[src/rtl/key_sweep_ctrl.sv]
// key_sweep_ctrl: brute-force locking-key sweep that drives a locked/original miter and consumes its Z/Q.
// Optional rejected-key counter is built only when KEY_SWEEP_REJCNT_EN is defined.
module key_sweep_ctrl #(
  parameter int unsigned KEY_W = 5,
  parameter int unsigned IN_W  = 5,
  parameter int unsigned OUT_W = 2
) (
  input  logic             C,
  input  logic             R,
  input  logic             start,
  output logic [KEY_W-1:0] key,
  output logic [IN_W-1:0]  pi,
  input  logic             z,
  input  logic [OUT_W-1:0] q,
  output logic             busy,
  output logic             done,
  output logic             found,
  output logic [KEY_W-1:0] key_found,
  output logic [OUT_W-1:0] bad_out,
  output logic [KEY_W:0]   rejected_cnt
);

  localparam int unsigned CNT_W = KEY_W + 1;

  typedef enum logic [1:0] {
    ST_IDLE   = 2'd0,
    ST_SWEEP  = 2'd1,
    ST_FINISH = 2'd2
  } state_e;

  state_e           state_q, state_d;
  logic [KEY_W-1:0] key_q, key_d;
  logic [IN_W-1:0]  pi_q, pi_d;
  logic             busy_q, busy_d;
  logic             done_q, done_d;
  logic             found_q, found_d;
  logic [KEY_W-1:0] key_found_q, key_found_d;
  logic [OUT_W-1:0] bad_out_q, bad_out_d;
  logic             start_sweep_c;

  // start is honoured only while idle; a pulse in SWEEP or FINISH is dropped
  assign start_sweep_c = (state_q == ST_IDLE) && start;

  // Next-state and output logic
  always_comb begin
    state_d     = state_q;
    key_d       = key_q;
    pi_d        = pi_q;
    busy_d      = busy_q;
    done_d      = 1'b0;
    found_d     = found_q;
    key_found_d = key_found_q;
    bad_out_d   = bad_out_q;

    unique case (state_q)
      ST_IDLE: begin
        if (start_sweep_c) begin
          state_d     = ST_SWEEP;
          key_d       = '0;
          pi_d        = '0;
          busy_d      = 1'b1;
          found_d     = 1'b0;
          key_found_d = '0;
          bad_out_d   = '0;
        end
      end

      ST_SWEEP: begin
        bad_out_d = bad_out_q | ~q;
        if (!z) begin
          // Candidate fails on this pattern: move to the next key, or stop at the last one
          pi_d = '0;
          if (&key_q) begin
            state_d = ST_FINISH;
          end else begin
            key_d = key_q + KEY_W'(1);
          end
        end else if (&pi_q) begin
          found_d     = 1'b1;
          key_found_d = key_q;
          state_d     = ST_FINISH;
        end else begin
          pi_d = pi_q + IN_W'(1);
        end
      end

      ST_FINISH: begin
        done_d  = 1'b1;
        busy_d  = 1'b0;
        state_d = ST_IDLE;
      end

      default: begin
        state_d = ST_IDLE;
      end
    endcase
  end

  // State and output registers
  always_ff @(posedge C or negedge R) begin
    if (!R) begin
      state_q     <= ST_IDLE;
      key_q       <= '0;
      pi_q        <= '0;
      busy_q      <= 1'b0;
      done_q      <= 1'b0;
      found_q     <= 1'b0;
      key_found_q <= '0;
      bad_out_q   <= '0;
    end else begin
      state_q     <= state_d;
      key_q       <= key_d;
      pi_q        <= pi_d;
      busy_q      <= busy_d;
      done_q      <= done_d;
      found_q     <= found_d;
      key_found_q <= key_found_d;
      bad_out_q   <= bad_out_d;
    end
  end

`ifdef KEY_SWEEP_REJCNT_EN
  logic [CNT_W-1:0] rej_cnt_q, rej_cnt_d;
  logic             reject_c;

  // One extra bit lets the counter reach 2^KEY_W when every key is rejected
  assign reject_c = (state_q == ST_SWEEP) && !z;

  always_comb begin
    rej_cnt_d = rej_cnt_q;
    if (start_sweep_c) begin
      rej_cnt_d = '0;
    end else if (reject_c) begin
      rej_cnt_d = rej_cnt_q + CNT_W'(1);
    end
  end

  always_ff @(posedge C or negedge R) begin
    if (!R) begin
      rej_cnt_q <= '0;
    end else begin
      rej_cnt_q <= rej_cnt_d;
    end
  end

  assign rejected_cnt = rej_cnt_q;
`else
  assign rejected_cnt = '0;
`endif

  assign key       = key_q;
  assign pi        = pi_q;
  assign busy      = busy_q;
  assign done      = done_q;
  assign found     = found_q;
  assign key_found = key_found_q;
  assign bad_out   = bad_out_q;

endmodule

[config.mk]
export PLATFORM = sky130hd
export DESIGN_NAME = key_sweep_ctrl
export DESIGN_NICKNAME = d
export VERILOG_FILES = /design/src/rtl/key_sweep_ctrl.sv
export SDC_FILE = /design/constraint.sdc
export NUM_CORES = 1
export LEC_CHECK = 0
export BUFFER_PORTS_ARGS = -buffer_cell sky130_fd_sc_hd__buf_4
export CAP_MARGIN = 10
export CORE_UTILIZATION = 54
export DETAILED_ROUTE_END_ITERATION = 16
export PLACE_DENSITY = 0.82
export SETUP_SLACK_MARGIN = 0.2
export SYNTH_ARGS = -nofsm -noshare
export SYNTH_HDL_FRONTEND = slang
export SYNTH_SLANG_ARGS = --single-unit
[constraint.sdc]
create_clock -name C -period 6.1 [get_ports C]
set_input_delay 0.915 -clock C [delete_from_list [all_inputs] [get_ports C]]
set_output_delay 0.915 -clock C [all_outputs]
set_load 0.01 [all_outputs]
==> flow_summary.toml <==
[status]
status = "finished clean"

[synth]
syn-instance-count = 111
synthArstFlopShare = 1.000
synth_xor_area_frac = 0
synth_top_area_frac = 0.4894
synth_area_um2 = 1125
synth.most_common_cell = "dfrtp_1"
synthAdderAreaFrac = 0.04449
synth_edf_count = 0
synth-simple-area-share = 0.2102
synth_compound_area_frac = 0.1613
ys_top_cells_by_area = "dfrtp_1 (49%), ha_1 (4.4%), buf_4 (4.0%)"
ys.flop_type = "dfrtp_1"
netlist_top_cells_count = "dfrtp_1 (22), o21ai_0 (7)"
ys_warn_count = 0
synth.distinct_cells = 34
synth-seq-area-share = 0.4894
synth_top_family_by_area = "simple AND/OR/NAND/NOR gates"
ys_seq_elements = 22
synth_top_area_cell = "dfrtp_1"
synthMuxAreaShare = 0.008899
syn_area_per_cell_um2 = 10.13

[floorplan]
ios = 32
num_rows = 16
start_util = 0.5733
die_h_um = 47.64
die_area_um2 = 2270
fp.coreArea_um2 = 1962
fp.dieW_um = 47.64

[grt]
grt_max_degree = 23
overflow = 0
grt_pass1_wl_um = 3367
grtUsageTotal = 0.2110
grt_pass1_vias = 784
antenna_found_initial = 0

[critical_path]
critPathBufInv = 0
end_kind = "register"
critPathMaxStageDelay_ps = 570
cp.depth = 6
cp_cell_sequence = "ha_1 -> and3_1 -> ha_1 -> or4b_4 -> or3_1 -> a21oi_1"
regToRegEndpoint = "key[3]"
cp-start-kind = "register"
timing.rr.start = "key[1]"
crit_required_ps = 6340
path_class = "reg -> reg"
r2r_setup_slack_ps = 3880
crit_end = "key[3]"
cp_max_fo = 6
crit_path_frequent_cell = "ha_1"
worst_ep_arrival_time_ps = 2470
cp_slowest_cell = "or4b_4"
path_delay_family = "simple AND/OR/NAND/NOR gates"
r2r_cells = 6
startpoint = "key[1]"

[cts]
clk_latency_ps = 310
path_clk_slew_ps = 120
cts_made_buffers = 3
cts_resized = 0
clock_path_buffers = 2
cts_hold_buf = 0
cts_num_sinks = 22
postCtsSetupRepairBufs = 0
cts_tree = "yes"
cts-root-buf = "clkbuf_4"
h-tree-depth = 1

[detailed_routing]
wl_per_cell_um = 13.77
num_vias = 903
drt_iter0_drc = 20
viasPerCell = 5.644
routed_wl_um = 2203
ant_nets = 0
drt_first_pass_iters = 4
drc = 0

[cells_and_area]
syn_to_final_growth_pct = 18.35
fill_cells = 158
drive_gt1_frac = 0.2481
fin_nets = 144
antenna_cells = 0

[sta]
setup_viol = 0
fmax_ghz = 0.4496
worstMarginPinSlew_ps = 530.2
rsz0062_at_grt = "false"
fin_crit_sh = 0.3646
setup_tns_ps = 0
hold_viol = 0
layout_min_cycle_time_ps = 2224
max-slew-margin-rel = 0.6458
maxSlewViolCount = 0
skew_ps = 1.287
holdWs_ps = 462.8

[pwr]
power.density_nw_per_um2 = 272.7
ir_worst_vdd_mv = 0.1661
leakagePower_uw = 0.0006789

[place]
gp_congestion = 0.8111
dp_hpwl_um = 1625
io_buffers = 25

[run]
max_cap_viol_count = 0

[worst_hold_path]
holdCritPathClass = "in -> async"
==> final cells by class <==
class | instances | area (µm²) | area share
repair buffers | 25 | 187.7 | 0.1410
inverters | 6 | 22.52 | 0.01692
flip-flops and latches | 22 | 550.5 | 0.4135
multi-input cells | 76 | 500.5 | 0.3759
clock buffers | 4 | 36.28 | 0.02726
well taps | 27 | 33.78 | 0.02538
==> cells by family after synthesis <==
logic type	after synthesis
muxes	1
other	1
and+or+nand+nor	38
AOI/OAI and AO/OA	27
buffers and inverters	18
DFF	22
adders and majority gates	4
==> worst min path at each step <==
| stage | from | to | slack (ps) |
|---|---|---|---|
| 3_3_place_gp | found | found | 460 |
| 6_report | R | pi[3] | 460 |
| 4_1_cts | R | pi[3] | 470 |
| 3_5_place_dp | found | found | 480 |
| 2_1_floorplan | found | found | 520 |
| 5_1_grt | R | pi[3] | 470 |
==> cell usage in the layout, fill, tap and decap left out, types with 3 or more instances in the layout <==
master    instances
nand3_1           6
clkbuf_4          3
buf_4            25
and3_1            3
nor2_1            6
nand2_1           4
nand2b_1          3
o31ai_1           3
inv_1             6
conb_1            6
o21ai_0           7
dfrtp_1          22
ha_1              4
a22o_1            5
a21oi_1           4
o211ai_1          3
==> report_power, final <==
group          switching, µW  internal [µW]  leakage, µW
sequential              24.7            164     0.000280
combinational           46.7           47.1     0.000378
clock                   44.1           36.5    0.0000210
==> worst register-to-register path: stages, from the launching register on <==
cell and delay, ps:
dfrtp_1 460, ha_1 220, and3_1 170, ha_1 220, or4b_4 570, or3_1 370, a21oi_1 150
==> layer usage <==
layer	GRT usage	share of wire	routed length, µm
met1	0.3012	0.50	1105
met2	0.2986	0.45	982
met3	0.05283	0.036	79
met4	0.1000	0.016	36
met5	0	0	0
==> metrics by stage <==
stage	cells	power (µW)	area (µm²)	setup slack, ps	utilization
3_3_place_gp	156	281.1	1295	3967	0.6601
4_1_cts	160	365.0	1331	3887	0.6786
3_5_place_dp	156	284.8	1295	3914	0.6601
5_1_grt	160	385.7	1331	3746	0.6786
6_report	160	363.0	1331	3876	0.6786
2_1_floorplan	116	241.8	1144	3992	-
==> sequential cells by signal, indices dropped and copies added, names as in the netlist <==
register / flops
bad_out: 2
busy: 1
done: 1
found: 1
key: 5
key_found: 5
pi: 5
state_q: 2
Note: power is estimated with default switching activity, not from simulation.
